<file path="src/rtl/cpu_types_pkg.sv">
// Shared core types: hazard FSM states and the opcode/funct values hazard detection decodes.
package cpu_types_pkg;

  typedef enum logic [1:0] {RUN, LU_STALL, MEM_WAIT, HALT} hazard_state_t;

  localparam logic [5:0] OP_RTYPE = 6'h00;
  localparam logic [5:0] OP_J     = 6'h02;
  localparam logic [5:0] OP_JAL   = 6'h03;
  localparam logic [5:0] OP_BEQ   = 6'h04;
  localparam logic [5:0] OP_BNE   = 6'h05;
  localparam logic [5:0] OP_LUI   = 6'h0F;
  localparam logic [5:0] OP_HALT  = 6'h3F;
  localparam logic [5:0] FUNCT_JR = 6'h08;

  function automatic logic reads_rs(input logic [5:0] op);
    return !(op == OP_J || op == OP_JAL || op == OP_LUI || op == OP_HALT);
  endfunction

  // Store data (SW rt) is forwarded, so only ALU and branch operands count here.
  function automatic logic reads_rt(input logic [5:0] op);
    return (op == OP_RTYPE || op == OP_BEQ || op == OP_BNE);
  endfunction

endpackage

</file>
<file path="src/rtl/hazard_detect.sv">
// Combinational load-use detection between the EX-stage load and the DE-stage instruction.
module hazard_detect
  import cpu_types_pkg::*;
(
  input  logic [31:0] instru_de,
  input  logic        dREN_ex,
  input  logic [4:0]  regDst_ex,
  output logic        lu_hit,
  output logic        jr_hit
);

  logic [5:0] opcode;
  logic [5:0] funct;
  logic [4:0] rs;
  logic [4:0] rt;
  logic       rs_match;
  logic       rt_match;
  logic       load_live;
  logic       unused_bits;

  always_comb begin
    opcode      = instru_de[31:26];
    rs          = instru_de[25:21];
    rt          = instru_de[20:16];
    funct       = instru_de[5:0];
    unused_bits = ^instru_de[15:6];
    load_live   = dREN_ex && (regDst_ex != '0);
    rs_match    = reads_rs(opcode) && (rs == regDst_ex);
    rt_match    = reads_rt(opcode) && (rt == regDst_ex);
    lu_hit      = load_live && (rs_match || rt_match);
    jr_hit      = load_live && (opcode == OP_RTYPE) && (funct == FUNCT_JR) && (rs == regDst_ex);
  end

endmodule

</file>
<file path="src/rtl/hazard_unit.sv">
// Pipeline latch enable/flush control for the 5-stage core.
// Define HAZARD_PERF_EN to add the lu_cycles/mem_cycles/if_cycles stall counters.
module hazard_unit
  import cpu_types_pkg::*;
#(
  parameter int unsigned LU_BUBBLES = 2,
  parameter int unsigned JR_BUBBLES = 1
) (
  input  logic        CLK,
  input  logic        RST,
  input  logic        ihit,
  input  logic        dhit,
  input  logic [31:0] instru_de,
  input  logic        dREN_ex,
  input  logic [4:0]  regDst_ex,
  input  logic        dREN_me,
  input  logic        dWEN_me,
  input  logic        pcsel_ex,
  input  logic        jump_de,
  input  logic        halt_wb,
  output logic        pc_en,
  output logic        fd_en,
  output logic        de_en,
  output logic        em_en,
  output logic        mw_en,
  output logic        fd_flush,
  output logic        de_flush,
  output logic        em_flush,
  output logic        mw_flush,
  output logic        halted
`ifdef HAZARD_PERF_EN
  ,
  output logic [31:0] lu_cycles,
  output logic [31:0] mem_cycles,
  output logic [31:0] if_cycles
`endif
);

  hazard_state_t state;
  hazard_state_t ret_state;
  hazard_state_t eff_state;
  logic [1:0]    bcnt;
  logic          lu_jr;
  logic [2:0]    need;
  logic          lu_hit;
  logic          jr_hit;
  logic          mem_stall;
  logic          go_halt;
  logic          do_mem;
  logic          do_bubble;
  logic          lu_start;
  logic          bubble_last;
  logic          do_ifmiss;

  hazard_detect u_detect (
    .instru_de (instru_de),
    .dREN_ex   (dREN_ex),
    .regDst_ex (regDst_ex),
    .lu_hit    (lu_hit),
    .jr_hit    (jr_hit)
  );

  always_comb begin
    // MEM_WAIT is a freeze overlay: once dhit arrives the saved state acts in the same cycle.
    eff_state = (state == MEM_WAIT) ? ret_state : state;
    mem_stall = (dREN_me | dWEN_me) & ~dhit;
    go_halt   = 1'b0;
    do_mem    = 1'b0;
    do_bubble = 1'b0;
    lu_start  = 1'b0;
    do_ifmiss = 1'b0;
    need      = lu_jr ? 3'(JR_BUBBLES) : 3'(LU_BUBBLES);
    pc_en     = 1'b1;
    fd_en     = 1'b1;
    de_en     = 1'b1;
    em_en     = 1'b1;
    mw_en     = 1'b1;
    fd_flush  = 1'b0;
    de_flush  = 1'b0;
    em_flush  = 1'b0;
    mw_flush  = 1'b0;
    halted    = 1'b0;
    if (RST) begin
      {pc_en, fd_en, de_en, em_en, mw_en} = '0;
      {fd_flush, de_flush, em_flush, mw_flush} = '1;
    end else if (state == HALT || halt_wb) begin
      go_halt = 1'b1;
      {pc_en, fd_en, de_en, em_en, mw_en} = '0;
      halted = 1'b1;
    end else if (mem_stall) begin
      do_mem = 1'b1;
      {pc_en, fd_en, de_en, em_en} = '0;
      mw_flush = 1'b1;
    end else if (eff_state == LU_STALL) begin
      do_bubble = 1'b1;
    end else if (pcsel_ex) begin
      fd_flush = 1'b1;
      de_flush = 1'b1;
    end else if (lu_hit) begin
      // A jump in DE is itself the stalled consumer, so only an EX redirect cancels the stall.
      do_bubble = 1'b1;
      lu_start  = 1'b1;
      need      = jr_hit ? 3'(JR_BUBBLES) : 3'(LU_BUBBLES);
    end else if (jump_de) begin
      fd_flush = 1'b1;
    end else if (!ihit) begin
      do_ifmiss = 1'b1;
      pc_en     = 1'b0;
      fd_flush  = 1'b1;
    end
    if (do_bubble) begin
      pc_en    = 1'b0;
      fd_en    = 1'b0;
      de_flush = 1'b1;
    end
    bubble_last = (lu_start ? 3'd1 : ({1'b0, bcnt} + 3'd1)) == need;
  end

  always_ff @(posedge CLK) begin
    if (RST) begin
      state     <= RUN;
      ret_state <= RUN;
      bcnt      <= '0;
      lu_jr     <= 1'b0;
    end else if (go_halt) begin
      state <= HALT;
    end else if (do_mem) begin
      if (state != MEM_WAIT) ret_state <= state;
      state <= MEM_WAIT;
    end else if (do_bubble) begin
      if (lu_start) lu_jr <= jr_hit;
      if (bubble_last) begin
        state <= RUN;
        bcnt  <= '0;
      end else begin
        state <= LU_STALL;
        bcnt  <= (lu_start ? 2'd0 : bcnt) + 2'd1;
      end
    end else begin
      state <= RUN;
    end
  end

`ifdef HAZARD_PERF_EN
  always_ff @(posedge CLK) begin
    if (RST) begin
      lu_cycles  <= '0;
      mem_cycles <= '0;
      if_cycles  <= '0;
    end else begin
      if (do_bubble) lu_cycles  <= lu_cycles + 32'd1;
      if (do_mem)    mem_cycles <= mem_cycles + 32'd1;
      if (do_ifmiss) if_cycles  <= if_cycles + 32'd1;
    end
  end
`else
  logic unused_perf;
  assign unused_perf = do_ifmiss;
`endif

endmodule

</file>
<file path="config.mk">
export PLATFORM = sky130hd
export DESIGN_NAME = hazard_unit
export DESIGN_NICKNAME = d
export VERILOG_FILES = /design/src/rtl/cpu_types_pkg.sv /design/src/rtl/hazard_detect.sv /design/src/rtl/hazard_unit.sv
export SDC_FILE = /design/constraint.sdc
export NUM_CORES = 1
export LEC_CHECK = 0
export BUFFER_PORTS_ARGS = -buffer_cell sky130_fd_sc_hd__buf_4
export CAP_MARGIN = 20
export CORE_AREA = 8 8 51 53
export CTS_CLUSTER_SIZE = 16
export DETAILED_ROUTE_END_ITERATION = 8
export DIE_AREA = 0 0 59 61
export PLACE_DENSITY = 0.78
export SLEW_MARGIN = 25
export SYNTH_ARGS = -nofsm -noshare
export SYNTH_HDL_FRONTEND = slang
export SYNTH_SLANG_ARGS = --single-unit
</file>
<file path="constraint.sdc">
create_clock -name CLK -period 3.9 [get_ports CLK]
set_input_delay 0.195 -clock CLK [delete_from_list [all_inputs] [get_ports CLK]]
set_output_delay 0.195 -clock CLK [all_outputs]
set_load 0.02 [all_outputs]
</file>
-- After elaboration in Yosys (flattened, before gate mapping)
Cells that the tools add are included.
- add/sub/neg operators: 2
- eq/ne operators: 14
- muxes and demuxes: 62
- bitwise logic cells: 5
- reduce and logical (&&, ||, !) cells: 20
- operators with widths (kind ; number):
    two-way mux 1 bit ; 47
    two-way mux 2 bit ; 14
    == test 6 x 2 -> 1 bit, second input constant ; 2
    == test 6 x 3 -> 1 bit, second input constant ; 2
    == test 6 x 4 -> 1 bit, second input constant ; 2
    == test 5 bit ; 2
    logical AND 1 bit ; 7
    logical OR 1 bit ; 7
    == test 6 bit, second input constant ; 1
    zero test 6 bit ; 1
    AND reduction 3 bit ; 2
    nonzero test 5 bit ; 1
    == test 2 bit, second input constant ; 2
    AND reduction 4 bit ; 1
    adder 2 x 1 -> 3 bit, second input constant ; 1
    == test 3 bit ; 1
    two-way mux 3 bit ; 1
    inverter 1 bit ; 3
    adder 2 x 1 -> 2 bit, second input constant ; 1
    == test 2 x 1 -> 1 bit, second input constant ; 1
    inequality test 2 bit, second input constant ; 1
    AND 1 bit ; 1
    zero test 1 bit ; 1
    OR 1 bit ; 1
- bits in registers: 7
- bits of input ports: 47
- word-level logic and storage cells: 107

-- Logic depth before layout (Yosys ltp)
- word-level depth: 20
- depth in mapped cells: 7

-- Hierarchy
From an unflattened synthesis, not the netlist that was laid out.
- cells, all modules: 90
- area total of the unflattened synthesis: 804.5 sq um
- by module, submodules not included (module ; times used ; cells each ; area an instance (sq um)):
    hazard_unit ; 1 ; 61 ; 581.8
    hazard_detect ; 1 ; 29 ; 222.7

-- Least setup slack after synthesis
No wires, ideal clock.
- path kind: flip-flop to flip-flop
- start: register state[1]
- end: register bcnt[1]
- library setup time: 74 ps
- arrival time: 1990 ps
- data required time: 3826 ps
- path slack: 1835 ps
- stages on the path, launching flop included: 7
- path buffers: 0
- cells stage by stage: dfxtp_1 > a211oi_1 > nand2_1 > inv_1 > nand2_1 > or4_1 > o21ai_0
- cells in the longest elaborated chain, start to end: 10
- RTL lines (element ; RTL line ; RTL):
    start, declared ; hazard_unit.sv:39 ; hazard_state_t state;
    start signal, assigned ; hazard_unit.sv:121 ; state <= RUN;
    start signal, assigned ; hazard_unit.sv:126 ; state <= HALT;
    start signal, assigned ; hazard_unit.sv:129 ; state <= MEM_WAIT;
    == test 2 bit ; hazard_unit.sv:65 ; eff_state = (state == MEM_WAIT) ? ret_state : state;
    two-way mux 2 bit ; hazard_unit.sv:65 ;
    == test 2 x 1 -> 1 bit ; hazard_unit.sv:94 ; end else if (eff_state == LU_STALL) begin
    two-way mux 1 bit ; hazard_unit.sv:94 ;
    two-way mux 1 bit ; hazard_unit.sv:90 ; end else if (mem_stall) begin
    two-way mux 1 bit ; hazard_unit.sv:86 ; end else if (state == HALT || halt_wb) begin
    two-way mux 1 bit ; hazard_unit.sv:83 ; if (RST) begin
    two-way mux 2 bit / two-way mux 3 bit (equally long branches) ; hazard_unit.sv:137, hazard_unit.sv:116 ;
    adder 2 x 1 -> 2 bit / == test 3 bit (equally long branches) ; hazard_unit.sv:137, hazard_unit.sv:116 ;
    two-way mux 2 bit ; hazard_unit.sv:132 ; if (bubble_last) begin
    end signal, assigned ; hazard_unit.sv:137 ; bcnt <= (lu_start ? 2'd0 : bcnt) + 2'd1;
    end, declared ; hazard_unit.sv:42 ; logic [1:0] bcnt;
Several ways; a longest one is shown, not always the timed one.
A chain may end at the register's enable or synchronous reset.

-- Worst setup path in the final report
- start: input port instru_de[29]
- end: output port de_flush
- cells in the longest elaborated chain, start to end: 15
- RTL lines (element ; RTL line ; RTL):
    start, declared ; hazard_unit.sv:13 ; input logic [31:0] instru_de,
    == test 6 x 2 -> 1 bit ; cpu_types_pkg.sv:16 ; return !(op == OP_J || op == OP_JAL || op == OP_LUI || op == OP_HALT);
    logical OR 1 bit (3 in a row) ; cpu_types_pkg.sv:16 ;
    zero test 1 bit ; cpu_types_pkg.sv:16 ;
    logical AND 1 bit ; hazard_detect.sv:28 ; rs_match = reads_rs(opcode) && (rs == regDst_ex);
    logical OR 1 bit * ; hazard_detect.sv:30 ; lu_hit = load_live && (rs_match || rt_match);
    logical AND 1 bit * ; hazard_detect.sv:30 ;
    two-way mux 1 bit * ; hazard_unit.sv:99 ; end else if (lu_hit) begin
    two-way mux 1 bit * ; hazard_unit.sv:96 ; end else if (pcsel_ex) begin
    two-way mux 1 bit * ; hazard_unit.sv:94 ;
    two-way mux 1 bit * ; hazard_unit.sv:90 ;
    two-way mux 1 bit * ; hazard_unit.sv:86 ;
    two-way mux 1 bit * ; hazard_unit.sv:83 ;
    two-way mux 1 bit * ; hazard_unit.sv:111 ; if (do_bubble) begin
    end, declared ; hazard_unit.sv:27 ; output logic de_flush,
Every way passes the cells marked *; elsewhere a longest branch is shown, timed or not.

==> impl_metrics.toml <==
[worst_setup_path]
cp-end-kind = "output pin"
r2r-start = "state[0]"
critPathRequiredTime_ns = 3.70
start_kind = "primary input"
cp-startpoint = "instru_de[29]"
worstSetupPathType = "in -> out"
crit_arrival_ns = 2.00
critPathMaxFanout = 3

[layout]
final_cell_mix = "46 x buf_4, 8 x xnor2_1, 7 x dfxtp_1"
fin_util = 0.6019
area.growth.synth_to_final_pct = 52.76
fillers = 195
fin_cells = 167
nets = 189
layout_commonest_cell = "buf_4"
diodes = 0
drive_above_1_share = 0.3857

[global_route]
grt_pass1_vias = 925
overflow = 0
use_met2 = 0.2570
grt_util_all_layers = 0.1295
grt.busiest_layer = "met2"
grt_util_met1 = 0.1372
met3_usage = 0.02119
grt_max_degree = 14
grt_pass1_wl_um = 3746
antenna_found_initial = 0

[power_and_ir_drop]
finalPower_w = 0.0002305
leakagePower_nw = 0.5024
power_density_nw_per_um2 = 207.9
peakVddDrop_v = 0.0001167

[detailed_routing]
wl_per_cell_um = 14.51
drt_iter0_markers = 32
viasPerCell = 5.281
drt_first_pass_iters = 4
ant_nets = 0
vias = 882
drcViolationCount = 0
drt-total-wl_um = 2423

[clock_network]
insertion_delay_ns = 0.24
post_cts_resized = 0
htreeDepth = 1
clockBufferDepth = 2
clkSinkCount = 7
holdBufCountCts = 0
cts_root_buf = "clkbuf_4"
numCtsBuffers = 3
cts_tree = "built"
clk_pin_slew_ns = 0.05
post-cts-setup-buffers = 0

[floorplanning]
die_x_um = 59
initial_utilization = 0.3940
dieArea_um2 = 3599
rows = 16
core_area_um2 = 1842
die_h_um = 61
ioPinCount = 57

[timing]
fin_worst_skew_ns = 0.003053
period_share = 0.5630
relSlewSlack = 0.6500
final_hold_viol_count = 0
rsz0062_at_grt = "false"
timing.setup.tns_ns = 0
maxSlewViolCount = 0
setup_violations = 0
timing.fmax_ghz = 0.4554
worst_slew_pin_slew_ns = 0.5202
period_needed_ns = 2.196
fin_hold_ws_ns = 0.2260

[yosys]
syn_area_um2 = 725.7
seq_area_frac_synth = 0.1931
yosys_warnings = 0
synth_cell_types = 39
synth_edf_count = 0
synth-seq-cells = 7
synth_nets = 142
ys_async_sr_fraction = 0
syn_inst = 94
synth-main-ff-cell = "dfxtp_1"
syn_avg_cell_area_um2 = 7.720

[flow_run]
maxCapViolCount = 0

[placed_design]
place.gp.congestion = 0.8178
io_buffers = 46
placed_cells = 163
dpl.hpwl_um = 2063

[outcome]
outcome = "complete, no violations"

[hold_path]
hold_class = "in -> reg"
worstHoldStart = "RST"
worst max-delay path, cell delays in order:
cell and delay, ns:
buf_4 0.12, or3_1 0.37, o32ai_1 0.28, nor4_1 0.13, o211ai_1 0.31, nand2_1 0.15
a211o_1 0.28, buf_4 0.16
Yosys cell counts, drive strengths merged, types with 4 or more instances:
| master | n | area [µm²] |
|---|---|---|
| xnor2 | 8 | 70.07 |
| nor2 | 6 | 22.52 |
| nand3 | 4 | 20.02 |
| dfxtp | 7 | 140.1 |
| a21oi | 6 | 30.03 |
| inv | 6 | 22.52 |
| or3 | 5 | 31.28 |
worst paths after layout:
path | slack [ns] | to | cells after the start
worst max-delay path | 1.70 | de_flush | 8
worst min-delay path | 0.23 | lu_jr | 2
worst max register to register | 2.10 | state[0] | 6
worst min register to register | 0.49 | lu_jr | 2
cell type report:
| type | count | area, µm² | area share |
|---|---|---|---|
| flip-flops and latches | 7 | 140.1 | 0.1264 |
| inverters | 6 | 22.52 | 0.02032 |
| multi-input cells | 77 | 540.5 | 0.4876 |
| repair buffers | 46 | 345.3 | 0.3115 |
| well taps | 27 | 33.78 | 0.03047 |
| clock buffers | 4 | 26.28 | 0.02370 |
power by group:
| group | internal (W) | switching [W] | total [W] |
|---|---|---|---|
| clock network | 0.0000389 | 0.0000248 | 0.0000637 |
| registers | 0.0000739 | 0.00000269 | 0.0000765 |
| logic | 0.0000492 | 0.0000411 | 0.0000902 |
routing by layer:
layer	wire, µm	vias to the layer above	share of wire
li1	-	443	-
met1	1005	418	0.41
met2	1326	21	0.55
met3	92	0	0.038
met4	0	0	0
met5	0	-	0
sequential cells by signal, indices dropped and copies added, names as in the netlist:
name,count
bcnt,2
lu_jr,1
state,2
ret_state,2
through the flow:
stage	setup WS, ns	cell area (µm²)
floorplan	1.835	725.7
global placement	1.800	1082
detailed placement	1.715	1082
CTS	1.703	1109
global route	1.601	1109
finish	1.704	1109
kinds of logic after synthesis:
family,synth area share
simple gates,0.2793
flops,0.1931
compound gates,0.2742
buf+inv,0.06205
xor+xnor,0.1328
fa+ha+maj,0.01724
mux,0.04138
No activity file was read; power rests on OpenSTA's default activity.
